**config.mk**
```make
export PLATFORM = sky130hd
export DESIGN_NAME = fifo_sync_prog
export DESIGN_NICKNAME = d
export VERILOG_FILES = /design/src/rtl/fifo_sync_prog.sv
export SDC_FILE = /design/constraint.sdc
export NUM_CORES = 1
export LEC_CHECK = 0
export ABC_AREA = 0
export BUFFER_PORTS_ARGS = -buffer_cell sky130_fd_sc_hd__buf_2
export CORE_MARGIN = 10
export CORE_UTILIZATION = 50
export DETAILED_ROUTE_END_ITERATION = 16
export PLACE_DENSITY = 0.67
export SYNTH_ARGS = -nofsm -noshare
export SYNTH_HDL_FRONTEND = slang
export SYNTH_SLANG_ARGS = --single-unit
export TNS_END_PERCENT = 5
```
**constraint.sdc**
```tcl
create_clock -name clk_i -period 3.73 [get_ports clk_i]
set_input_delay 0.373 -clock clk_i [delete_from_list [all_inputs] [get_ports clk_i]]
set_output_delay 0.373 -clock clk_i [all_outputs]
set_load 0.1 [all_outputs]
```
**src/rtl/fifo_sync_prog.sv**
```systemverilog
// Synchronous first-word-fall-through FIFO with programmable almost-full/almost-empty thresholds
// and sticky overflow/underflow flags. Storage is never cleared; only pointers and level reset.
module fifo_sync_prog #(
    parameter int unsigned DataWidth      = 8,
    parameter int unsigned Depth          = 16,
    parameter int unsigned AlmostFullThr  = Depth - 2,
    parameter int unsigned AlmostEmptyThr = 2
) (
    input  logic                       clk_i,
    input  logic                       reset_i,
    input  logic                       flush_i,
    input  logic                       wvalid_i,
    output logic                       wready_o,
    input  logic [DataWidth-1:0]       data_i,
    input  logic                       rready_i,
    output logic                       rvalid_o,
    output logic [DataWidth-1:0]       data_o,
    output logic [$clog2(Depth+1)-1:0] level_o,
    output logic                       is_full_o,
    output logic                       is_empty_o,
    output logic                       almost_full_o,
    output logic                       almost_empty_o,
    output logic                       overflow_o,
    output logic                       underflow_o
);

    localparam int unsigned PtrW = (Depth > 1) ? $clog2(Depth) : 1;
    localparam int unsigned LvlW = $clog2(Depth + 1);

    if (DataWidth < 1) begin : g_err_width
        $error("fifo_sync_prog: DataWidth must be >= 1");
    end
    if (Depth < 2 || (Depth & (Depth - 1)) != 0) begin : g_err_depth
        $error("fifo_sync_prog: Depth must be a power of two >= 2");
    end
    if (AlmostFullThr < 1 || AlmostFullThr > Depth) begin : g_err_afull
        $error("fifo_sync_prog: AlmostFullThr must be in 1..Depth");
    end
    if (AlmostEmptyThr > Depth - 1) begin : g_err_aempty
        $error("fifo_sync_prog: AlmostEmptyThr must be in 0..Depth-1");
    end

    logic [DataWidth-1:0] r_mem [Depth];
    logic [PtrW-1:0]      r_wptr;
    logic [PtrW-1:0]      r_rptr;
    logic [LvlW-1:0]      r_level;
    logic                 r_overflow;
    logic                 r_underflow;

    logic w_wr_en;
    logic w_rd_en;

    always_comb begin
        wready_o = (r_level < LvlW'(Depth)) & ~reset_i & ~flush_i;
        rvalid_o = (r_level != '0);
        data_o   = r_mem[r_rptr];
        // Reads in a reset/flush cycle are not consumed even though rvalid_o may be high.
        w_wr_en  = wvalid_i & wready_o;
        w_rd_en  = rready_i & rvalid_o & ~reset_i & ~flush_i;
    end

    always_ff @(posedge clk_i) begin
        if (w_wr_en) begin
            r_mem[r_wptr] <= data_i;
        end
    end

    always_ff @(posedge clk_i) begin
        if (reset_i || flush_i) begin
            r_wptr      <= '0;
            r_rptr      <= '0;
            r_level     <= '0;
            r_overflow  <= 1'b0;
            r_underflow <= 1'b0;
        end else begin
            if (w_wr_en) begin
                r_wptr <= r_wptr + PtrW'(1);
            end
            if (w_rd_en) begin
                r_rptr <= r_rptr + PtrW'(1);
            end
            case ({w_wr_en, w_rd_en})
                2'b10:   r_level <= r_level + LvlW'(1);
                2'b01:   r_level <= r_level - LvlW'(1);
                default: r_level <= r_level;
            endcase
            if (wvalid_i && !wready_o) begin
                r_overflow <= 1'b1;
            end
            if (rready_i && !rvalid_o) begin
                r_underflow <= 1'b1;
            end
        end
    end

    always_comb begin
        level_o        = r_level;
        is_full_o      = (r_level == LvlW'(Depth));
        is_empty_o     = (r_level == '0);
        almost_full_o  = (r_level >= LvlW'(AlmostFullThr));
        almost_empty_o = (r_level <= LvlW'(AlmostEmptyThr));
        overflow_o     = r_overflow;
        underflow_o    = r_underflow;
    end

endmodule
```
; Word-level counts from Yosys, hierarchy flattened
; Memories as Yosys holds them, arrays and structs flattened. A register that Yosys moved wholly into a read port is not among the register bits.
; Index checks and enable logic that the tools add are counted.
[classes]
n_div = 0
shift = 0
mux = 5
n_eq_ne = 3
n_lt_le_gt_ge = 3
n_bitwise = 8
add_sub_neg = 4
mul = 0
reduce_logical = 8
[ops]
columns = cell, n
row1 = 5-bit case mux with 2 select lines, 1
row2 = "4-bit by 1-bit adder with 4-bit output, second input constant", 2
row3 = 4-bit two-way mux, 2
row4 = 1-bit bitwise AND, 6
row5 = "5-bit by 1-bit adder with 5-bit output, second input constant", 1
row6 = "5-bit equality test, second input constant", 1
row7 = "5-bit by 4-bit greater-or-equal comparator with 1-bit output, second input constant", 1
row8 = "5-bit by 2-bit less-or-equal comparator with 1-bit output, second input constant", 1
row9 = 5-bit logical NOT, 1
row10 = "5-bit < comparator, second input constant", 1
row11 = 5-bit nonzero test, 1
row12 = "5-bit by 1-bit subtractor with 5-bit output, second input constant", 1
row13 = "2-bit by 1-bit equality test with 1-bit output, second input constant", 1
row14 = "2-bit equality test, second input constant", 1
row15 = 1-bit logical AND, 2
row16 = 1-bit logical NOT, 2
row17 = 1-bit two-way mux, 2
row18 = 1-bit NOT, 2
row19 = 2-bit nonzero test, 1
row20 = 1-bit logical OR, 1
[totals]
latchBits = 0
ramBits = 128
input_bits = 13
romBits = 0
ff_bits = 15
word_cells = 37
memories = 1
output_inout_bits = 21
[memory_table]
columns = memory, words, width, read_ports, rd_clocked_by_memory_dff, wr, line_no
row1 = r_mem, 16, 8, 1, 1, 1, 43  ; logic [DataWidth-1:0] r_mem [Depth];

; Longest topological paths before layout
[depth]
ltp_word = 6
mapped_depth = 13
ltp_nobuf = 11

; Worst setup path after synthesis
; OpenSTA, ideal clock, no wires.
[synth_path]
path_kind = reg2out
from = register r_level[1], in the netlist level_o[1]
to = output almost_empty_o
path_stages_with_launch = 3
path_buffers = 1
path_slack_ns = -2.321
arrival_ns = 5.678
path_cell_list = dfxtp_1 -> buf_2 -> a2111oi_0
[synth_between]
elab_chain_len = 1
[synth_rtl]
columns = item, line_no
row1 = start: declaration, 46  ; logic [LvlW-1:0] r_level;
row2 = start signal: assignment, 83  ; 2'b10: r_level <= r_level + LvlW'(1);
row3 = start signal: assignment, 84  ; 2'b01: r_level <= r_level - LvlW'(1);
row4 = start signal: assignment, 85  ; default: r_level <= r_level;
row5 = 5-bit by 2-bit less-or-equal comparator with 1-bit output, 101  ; almost_empty_o = (r_level <= LvlW'(AlmostEmptyThr));
row6 = end: declaration, 22  ; output logic almost_empty_o,
; Every way passes these cells.

==> results_dict.tcl <==
set metrics [dict create \
    die-area_um2 16700 \
    power.total_w 0.00340 \
    gr-total-overflow 0 \
    viasPerCell 5.76 \
    wl_per_cell_um 21.9 \
    rr_endpoint "level_o[2]$_SDFFE_PP0P_" \
    post-route-period-util 0.847 \
    cp.arrival_ns 2.79 \
    reg2reg_from "level_o[1]$_SDFFE_PP0P_" \
    synthFlopType "edfxtp_1" \
    routed_wirelength_um 11300 \
    pin_count 34 \
    synth_nets 334 \
    portBuffers 33 \
    clkTransAtPathRegs_ns 0.06 \
    worst_slew_pin_slew_ns 0.872 \
    grt_pass1_wl_um 17500 \
    status "finished, final reports clean" \
    clockBufferDepth 2 \
    drive_gt1_frac 0.280 \
    area_growth_pct 14.3 \
    final_nets 381 \
    final_core_util 0.589 \
    end_kind "primary output" \
    p_leak_nw 2.29 \
    die_w_um 129 \
    initial_core_util 0.516 \
    vias 2967 \
    numClockSinks 147 \
    drtPass1Iterations 4 \
    gr-max-usage-layer "met2" \
    startpoint_type "flip-flop" \
    rrSetupSlack_ns 0.93 \
    crit_required_ns 3.36 \
    cts_hold_buf 0 \
    numCtsBuffers 17 \
    drc 0 \
    syn_avg_cell_area_um2 19.1 \
    syn_inst 313 \
    ant_nets 0 \
    synth-seq-cells 147 \
    use_met2 0.223 \
    fmax_mhz 317 \
    rsz0062_at_grt "no" \
    path_class "flip-flop to primary output" \
    power_density_nw_per_um2 499 \
    yosys_warnings 0 \
    fin_tns_setup_ns 0 \
    cts_resized 0 \
    use_met3 0.0375 \
    htree_levels 4 \
    layout_common_cells "edfxtp_1, buf_2, nor2_1" \
    synth_cell_types 43 \
    seq_area_frac_synth 0.708 \
    rows 39 \
    grt_max_degree 33 \
    skew_ns 0.00971 \
    layout_commonest_cell "edfxtp_1" \
    post_cts_buffers 0 \
    cts_tree "yes" \
    drtIter0Drc 258 \
    antenna_found_initial 0 \
    clk_latency_ns 0.41 \
    ys_async_sr_fraction 0 \
    finalSetupViolations 0 \
    finalHoldViolCount 0 \
    report.final.slew_viol_count 0 \
    die_y_um 129 \
    syn_area_um2 5960 \
    cts-root-buf "clkbuf_16" \
    gr-usage-all-layers 0.144 \
    min_path_type "input pin to flip-flop" \
    grt_pass1_vias 3051 \
    min_period_ns 3.16 \
    vdd_drop_max_uv 291 \
    synth_enable_flop_cells 128 \
    gp_congestion 0.740 \
    antennaDiodeCount 0 \
    reg2regPathDepth 9 \
    cap_violations 0 \
    crit_fanout 13 \
    coreArea_um2 11600 \
    hold_slack_ns 0.206 \
    relSlewSlack 0.416 \
    endpoint "data_o[5]" \
    dp_hpwl_um 7260 \
    grtUsageMet1 0.191 \
]
==> how the worst min path moves through the flow <==
| stage | endpoint | from | depth (start not counted) |
|---|---|---|---|
| 2_1_floorplan | flip-flop | r_rptr[1]$_SDFFE_PP0P_ | 2 |
| 3_3_place_gp | overflow_o$_SDFFE_PP0P_ | overflow_o$_SDFFE_PP0P_ | 2 |
| 3_5_place_dp | overflow_o$_SDFFE_PP0P_ | overflow_o$_SDFFE_PP0P_ | 2 |
| 4_1_cts | overflow_o$_SDFFE_PP0P_ | wvalid_i | 3 |
| 5_1_grt | overflow_o$_SDFFE_PP0P_ | wvalid_i | 3 |
| 6_report | overflow_o$_SDFFE_PP0P_ | wvalid_i | 3 |
==> sequential cells by signal, indices dropped and copies added, names as in the netlist, named ones only <==
| signal | count |
|---|---|
| level_o | 5 |
| r_wptr | 4 |
| r_rptr | 4 |
| underflow_o | 1 |
| overflow_o | 1 |
| r_mem | 128 |
==> cell usage after synthesis (2+ instances only) <==
cell | n | area share
nor2_1 | 28 | 0.018
mux2i_1 | 3 | 0.0050
buf_2 | 4 | 0.0034
a31oi_1 | 2 | 0.0021
nor3_1 | 4 | 0.0034
nand3_1 | 3 | 0.0025
buf_4 | 2 | 0.0025
o21ai_0 | 3 | 0.0025
nand2b_1 | 4 | 0.0042
ha_1 | 8 | 0.017
a21oi_1 | 3 | 0.0025
inv_1 | 6 | 0.0038
buf_6 | 2 | 0.0038
nand4_1 | 2 | 0.0021
a2bb2oi_1 | 2 | 0.0029
xor2_1 | 8 | 0.012
nand2_1 | 12 | 0.0076
edfxtp_1 | 128 | 0.64
dfxtp_1 | 19 | 0.064
mux4_2 | 26 | 0.098
clkbuf_1 | 6 | 0.0038
mux4_1 | 14 | 0.062
or3_1 | 3 | 0.0031
nor3b_1 | 2 | 0.0025
==> cell type report <==
class,instances,area (um2)
fillers,842,4750
clock buffers,19,433
inverters,6,22.5
well taps,143,179
repair buffers,46,263
clock inverters,12,92.6
multi-input cells,142,1600
flip-flops and latches,147,4230
==> metrics by stage <==
stage                     worst slack, ns  instances  cell area [um2]
after floorplan                    -0.149        313             5970
after global placement              0.835        484             6290
after detailed placement            0.772        484             6290
after CTS                           0.541        515             6810
after global routing                0.475        515             6810
final                               0.570        515             6810
==> layer usage <==
layer | share of wire | routed length, um | vias to the layer above
met5 | 0 | 0 | -
met1 | 0.44 | 4950 | 1489
met2 | 0.48 | 5380 | 104
li1 | - | - | 1355
met4 | 0.018 | 205 | 0
met3 | 0.068 | 765 | 19
==> logic make-up (layout without fill, tap and decap cells) <==
logic type	count (synthesis)	after routing	synth area share
AO/OA/AOI/OAI	19	19	0.0229
XOR/XNOR	9	9	0.0132
adder cells (fa/ha/maj)	8	8	0.0168
buffers and inverters	24	83	0.0245
flip-flops	147	147	0.708
multiplexers	43	43	0.165
AND/OR/NAND/NOR	63	63	0.0493
==> report_power, final <==
part | total, W | switching (W) | internal, W
sequential | 0.00179 | 0.00000273 | 0.00179
combinational | 0.0000972 | 0.0000752 | 0.0000220
clock | 0.00151 | 0.000610 | 0.000899
==> worst max-delay path, stage by stage (launching register included) <==
cell,delay (ns)
dfxtp_2,0.63
buf_4,0.29
mux4_1,0.66
mux4_2,0.48
buf_2,0.30
No activity file was read; power rests on OpenSTA's default activity.
